$ cat src/rtl/pipeline_ctrl_pkg.sv
// Shared types for the pipeline hazard/redirect controller.
//   ctrl_state_e : redirect FSM states (running / redirect waiting on fetch)
//   stage_ctrl_t : per-stage stall and flush bits consumed by the pipeline top
package pipeline_ctrl_pkg;

    typedef enum logic [0:0] {
        S_RUN  = 1'b0,
        S_PEND = 1'b1
    } ctrl_state_e;

    typedef struct packed {
        logic stall_if;
        logic stall_id;
        logic stall_ex;
        logic stall_mem;
        logic flush_if_id;
        logic flush_id_ex;
        logic flush_ex_mem;
    } stage_ctrl_t;

    localparam stage_ctrl_t STAGE_CTRL_IDLE = 7'b000_0000;

    // Full-pipeline freeze used while the MEM data bus is busy; MEM/WB gets
    // its bubble through the WB valid bit, so no flush is raised here.
    function automatic stage_ctrl_t stall_all();
        stage_ctrl_t c;
        c           = STAGE_CTRL_IDLE;
        c.stall_if  = 1'b1;
        c.stall_id  = 1'b1;
        c.stall_ex  = 1'b1;
        c.stall_mem = 1'b1;
        return c;
    endfunction

endpackage

$ cat src/rtl/pipeline_ctrl_sat_counter.sv
// Saturating up-counter with synchronous clear.
//   clk, reset : clock, asynchronous active-high reset
//   inc        : count this cycle (ignored once all-ones)
//   clr        : clear to zero; wins over inc
//   count      : current value
module sat_counter #(
    parameter int WIDTH = 32
) (
    input  logic             clk,
    input  logic             reset,
    input  logic             inc,
    input  logic             clr,
    output logic [WIDTH-1:0] count
);

    logic [WIDTH-1:0] count_r;

    // Counter register: clear first, then increment only below saturation.
    always_ff @(posedge clk or posedge reset) begin
        if (reset) begin
            count_r <= {WIDTH{1'b0}};
        end else if (clr) begin
            count_r <= {WIDTH{1'b0}};
        end else if (inc && !(&count_r)) begin
            count_r <= count_r + {{(WIDTH-1){1'b0}}, 1'b1};
        end else begin
            count_r <= count_r;
        end
    end

    assign count = count_r;

endmodule

$ cat src/rtl/pipeline_ctrl.sv
// Hazard and redirect controller for the 5-stage pipeline.
// Merges the EX redirect, ID load-use hazard and IF/MEM bus-busy signals into
// per-stage stall/flush controls and a PC-load command. A redirect arriving
// while fetch is busy is parked in pend_pc until the in-flight fetch returns.
//   clk, reset           : clock, asynchronous active-high reset
//   redirect_req/_pc     : EX taken branch/jump and its target
//   load_use             : ID depends on the load now in EX
//   if_busy, mem_busy    : fetch / data bus transaction outstanding
//   cnt_clear            : synchronous clear of both perf counters
//   stall_*, flush_*     : stage register hold / bubble insert
//   pc_load, pc_target   : IF loads pc_target this cycle
//   redir_pending        : a redirect is parked waiting for fetch
//   stall_cnt, flush_cnt : saturating stalled-cycle and redirect counts
module pipeline_ctrl
    import pipeline_ctrl_pkg::*;
#(
    parameter int                    ADDR_WIDTH = 32,
    parameter logic [ADDR_WIDTH-1:0] PC_ADDR    = 32'h8000_0000,
    parameter int                    CNT_WIDTH  = 32
) (
    input  logic                  clk,
    input  logic                  reset,
    input  logic                  redirect_req,
    input  logic [ADDR_WIDTH-1:0] redirect_pc,
    input  logic                  load_use,
    input  logic                  if_busy,
    input  logic                  mem_busy,
    input  logic                  cnt_clear,
    output logic                  stall_if,
    output logic                  stall_id,
    output logic                  stall_ex,
    output logic                  stall_mem,
    output logic                  flush_if_id,
    output logic                  flush_id_ex,
    output logic                  flush_ex_mem,
    output logic                  pc_load,
    output logic [ADDR_WIDTH-1:0] pc_target,
    output logic                  redir_pending,
    output logic [CNT_WIDTH-1:0]  stall_cnt,
    output logic [CNT_WIDTH-1:0]  flush_cnt
);

    ctrl_state_e           state_r;
    ctrl_state_e           state_nxt_s;
    logic [ADDR_WIDTH-1:0] pend_pc_r;
    logic [ADDR_WIDTH-1:0] pend_pc_nxt_s;
    stage_ctrl_t           ctrl_s;
    logic                  pc_load_s;
    logic [ADDR_WIDTH-1:0] pc_target_s;
    logic                  flush_inc_s;

    // State and parked redirect target registers.
    always_ff @(posedge clk or posedge reset) begin
        if (reset) begin
            state_r   <= S_RUN;
            pend_pc_r <= PC_ADDR;
        end else begin
            state_r   <= state_nxt_s;
            pend_pc_r <= pend_pc_nxt_s;
        end
    end

    // Priority resolution: MEM freeze, parked redirect, new redirect,
    // load-use, fetch wait, idle.
    always_comb begin
        ctrl_s        = STAGE_CTRL_IDLE;
        pc_load_s     = 1'b0;
        pc_target_s   = PC_ADDR;
        flush_inc_s   = 1'b0;
        state_nxt_s   = state_r;
        pend_pc_nxt_s = pend_pc_r;

        if (mem_busy) begin
            // EX is frozen, so any redirect stays asserted and is seen later.
            ctrl_s = stall_all();
        end else begin
            case (state_r)
                S_PEND: begin
                    // Keep discarding whatever the old-path fetch returns.
                    ctrl_s.flush_if_id = 1'b1;
                    ctrl_s.stall_if    = if_busy;
                    if (redirect_req) begin
                        pend_pc_nxt_s      = redirect_pc;
                        ctrl_s.flush_id_ex = 1'b1;
                        flush_inc_s        = 1'b1;
                    end else begin
                        pend_pc_nxt_s = pend_pc_r;
                    end
                    if (!if_busy) begin
                        pc_load_s   = 1'b1;
                        pc_target_s = redirect_req ? redirect_pc : pend_pc_r;
                        state_nxt_s = S_RUN;
                    end else begin
                        state_nxt_s = S_PEND;
                    end
                end
                S_RUN: begin
                    if (redirect_req) begin
                        // Redirect beats load_use: the dependent op is squashed.
                        ctrl_s.flush_if_id = 1'b1;
                        ctrl_s.flush_id_ex = 1'b1;
                        flush_inc_s        = 1'b1;
                        if (!if_busy) begin
                            pc_load_s   = 1'b1;
                            pc_target_s = redirect_pc;
                        end else begin
                            pend_pc_nxt_s = redirect_pc;
                            state_nxt_s   = S_PEND;
                        end
                    end else if (load_use) begin
                        ctrl_s.stall_if    = 1'b1;
                        ctrl_s.stall_id    = 1'b1;
                        ctrl_s.flush_id_ex = 1'b1;
                    end else if (if_busy) begin
                        ctrl_s.stall_if    = 1'b1;
                        ctrl_s.flush_if_id = 1'b1;
                    end else begin
                        ctrl_s = STAGE_CTRL_IDLE;
                    end
                end
                default: begin
                    state_nxt_s = S_RUN;
                end
            endcase
        end
    end

    assign stall_if      = ctrl_s.stall_if;
    assign stall_id      = ctrl_s.stall_id;
    assign stall_ex      = ctrl_s.stall_ex;
    assign stall_mem     = ctrl_s.stall_mem;
    assign flush_if_id   = ctrl_s.flush_if_id;
    assign flush_id_ex   = ctrl_s.flush_id_ex;
    assign flush_ex_mem  = ctrl_s.flush_ex_mem;
    assign pc_load       = pc_load_s;
    assign pc_target     = pc_target_s;
    assign redir_pending = (state_r == S_PEND);

    sat_counter #(.WIDTH(CNT_WIDTH)) u_stall_cnt (
        .clk   (clk),
        .reset (reset),
        .inc   (ctrl_s.stall_if),
        .clr   (cnt_clear),
        .count (stall_cnt)
    );

    sat_counter #(.WIDTH(CNT_WIDTH)) u_flush_cnt (
        .clk   (clk),
        .reset (reset),
        .inc   (flush_inc_s),
        .clr   (cnt_clear),
        .count (flush_cnt)
    );

endmodule
$ cat config.mk
export PLATFORM = sky130hd
export DESIGN_NAME = pipeline_ctrl
export DESIGN_NICKNAME = d
export VERILOG_FILES = /design/src/rtl/pipeline_ctrl_pkg.sv /design/src/rtl/pipeline_ctrl_sat_counter.sv /design/src/rtl/pipeline_ctrl.sv
export SDC_FILE = /design/constraint.sdc
export NUM_CORES = 1
export LEC_CHECK = 0
export CORE_MARGIN = 2
export CORE_UTILIZATION = 49
export CTS_CLUSTER_SIZE = 14
export DETAILED_ROUTE_END_ITERATION = 7
export PLACE_DENSITY = 0.88
export SETUP_SLACK_MARGIN = 0.15
export SYNTH_ARGS = -nofsm -noshare
export SYNTH_HDL_FRONTEND = slang
export SYNTH_HIERARCHICAL = 1
export SYNTH_SLANG_ARGS = --single-unit
$ cat constraint.sdc
create_clock -name clk -period 2.85 [get_ports clk]
set_input_delay 0.7125 -clock clk [delete_from_list [all_inputs] [get_ports clk]]
set_output_delay 0.7125 -clock clk [all_outputs]
set_load 0.02 [all_outputs]
# Word level (Yosys, flattened, before mapping)
# Cells that the tools add are included.
# totals
inputBits	39
register_bits	97
word_cells	50
output_inout_bits	105
# op_classes
n_reduce_logical	9
addsub	2
n_bitwise	2
eq_ne	2
mux	31
# op_table
cell	count
32-bit 2-to-1 mux	11
32-bit case mux with 2 select lines	2
32-bit by 1-bit adder with 32-bit output (second input constant)	2
32-bit AND reduction	2
1-bit 2-to-1 mux	9
7-bit 2-to-1 mux	1
1-bit case mux with 2 select lines	3
2-bit 2-to-1 mux	2
4-bit 2-to-1 mux	1
2-bit inequality test (second input constant)	2
2-bit case mux with 2 select lines	1
2-bit nonzero test	2
3-bit 2-to-1 mux	1
3-bit AND reduction	1
1-bit logical AND	2
1-bit zero test	2
1-bit inverter	2

# Longest topological paths before layout
# logic_depth
depth_word	8
depth_mapped	10
mapped_depth_nobuf	8

# Hierarchy
# Netlist, hierarchy kept.
# by_module_without_submodules
mod	seq_area_each_um2	n_inst	area_per_inst_um2	cells_per_inst
sat_counter	800.8	2	1840.5	203
pipeline_ctrl	827.0	1	1824.2	183

# Worst setup path after synthesis
# Ideal clock, no wire load.
# synth_timing
path_type	input to register
start	input redirect_req
end	register u_stall_cnt.count_r[12], in the netlist u_stall_cnt/count[12]
setup_ns	0.136
setup_slack_ns	0.204
path_buffers	2
stages	9
t_required_ns	2.714
arrival_time_ns	2.510
cell_sequence	buf_6 clkinv_1 o22ai_1 nand2b_1 clkbuf_1 nand3_1 a311oi_1 a31o_2 a21oi_1
# synth_between
elab_chain_cells	5
# synth_rtl
item	line_no	source
start, declared	pipeline_ctrl.sv:23	input logic redirect_req,
4-bit 2-to-1 mux	pipeline_ctrl.sv:98	if (redirect_req) begin
1-bit case mux with 2 select lines	pipeline_ctrl.sv:77	case (state_r)
7-bit 2-to-1 mux	pipeline_ctrl.sv:73	if (mem_busy) begin
named net stall_if	pipeline_ctrl.sv:29	output logic stall_if,
1-bit logical AND	pipeline_ctrl_sat_counter.sv:24	end else if (inc && !(&count_r)) begin
2-bit nonzero test (no line)	-	
end signal, assigned	pipeline_ctrl_sat_counter.sv:23	count_r <= {WIDTH{1'b0}};
end signal, assigned	pipeline_ctrl_sat_counter.sv:25	count_r <= count_r + {{(WIDTH-1){1'b0}}, 1'b1};
end signal, assigned	pipeline_ctrl_sat_counter.sv:27	count_r <= count_r;
end, declared	pipeline_ctrl_sat_counter.sv:16	logic [WIDTH-1:0] count_r;
# The timed path passes the listed nets, and every way through them passes these cells.
# A chain may end at the register's enable or synchronous reset.

# Final worst setup path
# layout_timing
start	input mem_busy
end	output pc_target[20]
# layout_between
elab_chain_cells	1
# layout_rtl
item	line_no	source
start, declared	pipeline_ctrl.sv:27	input logic mem_busy,
32-bit 2-to-1 mux	pipeline_ctrl.sv:73	
end, declared	pipeline_ctrl.sv:37	output logic [ADDR_WIDTH-1:0] pc_target,
# No other way between the ends.

==> impl_metrics.ini <==
[die]
start_util_pct = 50.6
die_height_microns = 110
fp.coreArea_sq_um = 10900
placement_rows = 38
die_area_sq_um = 12100
io-pin-count = 144
die_width_microns = 110

[logic_synthesis]
synth_cell_type_count = 53
synth.yosys.seq_area_share_pct = 44.1
synth_flop_cell = sky130_fd_sc_hd__dfrtp_1
ys_top_cells_by_area = sky130_fd_sc_hd__dfrtp_1 (44%), sky130_fd_sc_hd__mux2_2 (7.2%), sky130_fd_sc_hd__nor2_1 (4.5%), sky130_fd_sc_hd__a21oi_1 (4.4%), sky130_fd_sc_hd__nand3_1 (4.1%)
synthesized_cell_area_sq_um = 5510
synth_top_area_cell = sky130_fd_sc_hd__dfrtp_1
syn_inst = 589
synth-edff-count = 0
async_reset_ff_share_pct = 100
synth_top_area_share_pct = 43.6
synth-warning-count = 6
syn_avg_cell_area_sq_um = 9.35
syn_nets = 630
synth_seq_cells = 97

[setup_path]
r2r_setup_slack_ns = 0.37
setup.worst_path.start = mem_busy
critical_path.startpoint_type = primary input
critical_path_depth = 5
critical_path.reg2reg.startpoint = u_stall_cnt/count[19]
critical_path.slowest_cell = sky130_fd_sc_hd__clkdlybuf4s50_1
r2r_end = u_stall_cnt/count[1]
worstPathMaxFanout = 20
critical-path-max-stage-delay_ns = 0.46
cp_cell_sequence = clkdlybuf4s50_1 > or2_4 > buf_12 > a21oi_1 > buf_4
critical-path-top-delay-family = buffers and inverters
worstPathRequired_ns = 2.14
critPathKind = primary input to output pin
setup.worst_path.end_class = output pin
crit_end = pc_target[20]
cp.arrival_ns = 1.96
worst-r2r-cell-count = 7
cp.buffers_inverters = 3

[layout]
register_area_sq_um = 2430
num_antenna_cells = 0
post_route_cells_drive_above_1_share_pct = 20.3
finalNonFillerCells = 885
areaGrowthSynthToFinish_pct = 33.0
stdcell_area_sq_um = 7320
multi_input_comb_area_sq_um = 2840
mostFrequentLayoutCell = sky130_fd_sc_hd__clkdlybuf4s50_1
nFillCells = 844
finish.net_count = 783
leading_cell_types_in_the_layout_fill_and_taps_excluded = sky130_fd_sc_hd__clkdlybuf4s50_1 (101), sky130_fd_sc_hd__dfrtp_1 (96), sky130_fd_sc_hd__nor2_1 (66)

[clock_tree]
cts.path.max_buffers = 2
ctsRootBufferMaster = sky130_fd_sc_hd__clkbuf_8
post-cts-setup-buffers = 0
cts_tree = done
cts.hold.buffers_added = 0
clock-sinks = 97
cts_made_buffers = 9
clk_transition_reported_paths_ns = 0.08
ctsHtreeMaxLevel = 3
worstSkewPairLatency_ns = 0.36

[placed_design]
dpl-instance-area_sq_um = 7230
place.gp.congestion = 0.866
buffer_ports.inserted = 142
numPlacedInstances = 871
dp_hpwl_mm = 10.6

[timing]
finalHoldViolations = 0
hold-worst-slack_ns = 0.506
worst_slew_slack_as_a_fraction_of_its_limit_pct = 57.2
report.final.slew_viol_count = 0
post-route-min-period_ns = 2.67
grt_setup_unrepaired = true
fin_worst_skew_ns = 0.00883
period_share_pct = 93.8
timing.final.setup_violations = 0
maxClockFrequency_ghz = 0.374
worstMarginPinSlew_ns = 0.640

[grt]
groute.usage.overall_pct = 25.0
grt.overflow.total = 0
grt_start_max_net_pins = 41
grt_antenna_before_repair = 0
grt_first_pass_wirelength_mm = 24.0
via_count_of_the_first_global_routing_pass = 5050

[job]
drv.max_cap_violation_count = 0

[detailed_routing]
number_of_vias_after_detailed_routing = 5213
avgViaCountPerCell = 5.89
drtPass1Iterations = 5
route.final.wire_length_mm = 14.8
drtIter0Drc = 359
drt_drc_violations_left = 0
antenna_violating_nets_post_route = 0
post_drt_wl_per_cell_microns = 16.7

[power]
power.density_nw_per_um2 = 419
p_leak_uw = 0.00298
ir_drop_uv = 238

[run_status]
status = completed

[worst_hold_path]
timing.hold.worst.class = register to register
whs_path_depth = 1
## where the power goes
part,switching [uW],internal (uW)
combinational,249,238
clock,445,598
sequential,59.7,1480
## per-stage QoR
step	setup slack, ns	power, uW	util, %	setup TNS, ns
2_1_floorplan	0.204	1850	-	0
3_3_place_gp	-0.215	2050	66.4	-7.34
3_5_place_dp	-0.296	2070	66.4	-9.07
4_1_cts	0.110	3100	68.6	0
5_1_grt	0.138	3210	67.3	0
6_report	0.178	3070	67.3	0
## synth_stat cells, types with 6 or more instances
library cell and n:
sky130_fd_sc_hd__nor2_1 66, sky130_fd_sc_hd__a2111oi_0 6, sky130_fd_sc_hd__clkbuf_1 18, sky130_fd_sc_hd__a21oi_1 48
sky130_fd_sc_hd__inv_1 14, sky130_fd_sc_hd__buf_6 6, sky130_fd_sc_hd__mux2_2 35, sky130_fd_sc_hd__nand2_1 39
sky130_fd_sc_hd__nor2b_1 14, sky130_fd_sc_hd__a211oi_1 6, sky130_fd_sc_hd__xor2_1 8, sky130_fd_sc_hd__nand3_1 45
sky130_fd_sc_hd__buf_2 6, sky130_fd_sc_hd__or3_1 10, sky130_fd_sc_hd__or3_2 10, sky130_fd_sc_hd__and3_1 8
sky130_fd_sc_hd__o31ai_1 6, sky130_fd_sc_hd__nor4_1 14, sky130_fd_sc_hd__xnor2_1 12, sky130_fd_sc_hd__nand4_1 16
sky130_fd_sc_hd__dfrtp_1 96, sky130_fd_sc_hd__mux2_1 7, sky130_fd_sc_hd__nor3_1 8, sky130_fd_sc_hd__o21ai_0 20
sky130_fd_sc_hd__a22oi_1 14
## logic make-up (layout without fill, tap and decap cells)
group / Yosys count / in the layout / share of synthesized area [%]
compound gates: 119 / 119 / 14.3
xor+xnor: 20 / 20 / 3.18
fa+ha+maj: 2 / 2 / 0.454
buf+inv: 51 / 207 / 4.68
flops: 97 / 97 / 44.1
mux: 44 / 44 / 8.95
other cells: 1 / 1 / 0.0681
simple gates: 255 / 255 / 24.2
## registers in the layout, indices dropped and copies added, names as in the netlist
signal and count:
pend_pc_r 32, u_stall_cnt/count 32, redir_pending 1, u_flush_cnt/count 32
## area by class of cell
cell class	instances	share of cell area (%)
inverter	15	0.786
timing repair buffer	178	21.8
clock buffer	11	1.93
sequential	97	33.2
clock inverter	3	1.23
multi-input combinational	441	38.7
tap	140	2.39
## routing by layer
metal	vias up	wire [microns]	global-route usage (%)
li1	2450	-	-
met1	2545	5960	31.2
met2	202	7660	43.4
met3	16	1020	5.35
met4	0	146	7.69
met5	-	0	0
## repair_timing
item                                    CTS  global route
gates cloned                              0             0
resized for setup                       113            33
endpoints found under the setup margin   37            34
## how the worst min path moves through the flow
stage / endpoint / start / slack [ns]
floorplan: pend_pc_r[5] / pend_pc_r[5] / 0.46
global placement: pend_pc_r[5] / pend_pc_r[5] / 0.48
detailed placement: pend_pc_r[5] / pend_pc_r[5] / 0.48
CTS: pend_pc_r[5] / pend_pc_r[5] / 0.50
global route: pend_pc_r[5] / pend_pc_r[5] / 0.52
finish: pend_pc_r[5] / pend_pc_r[5] / 0.51
No activity file was read; power rests on OpenSTA's default activity.
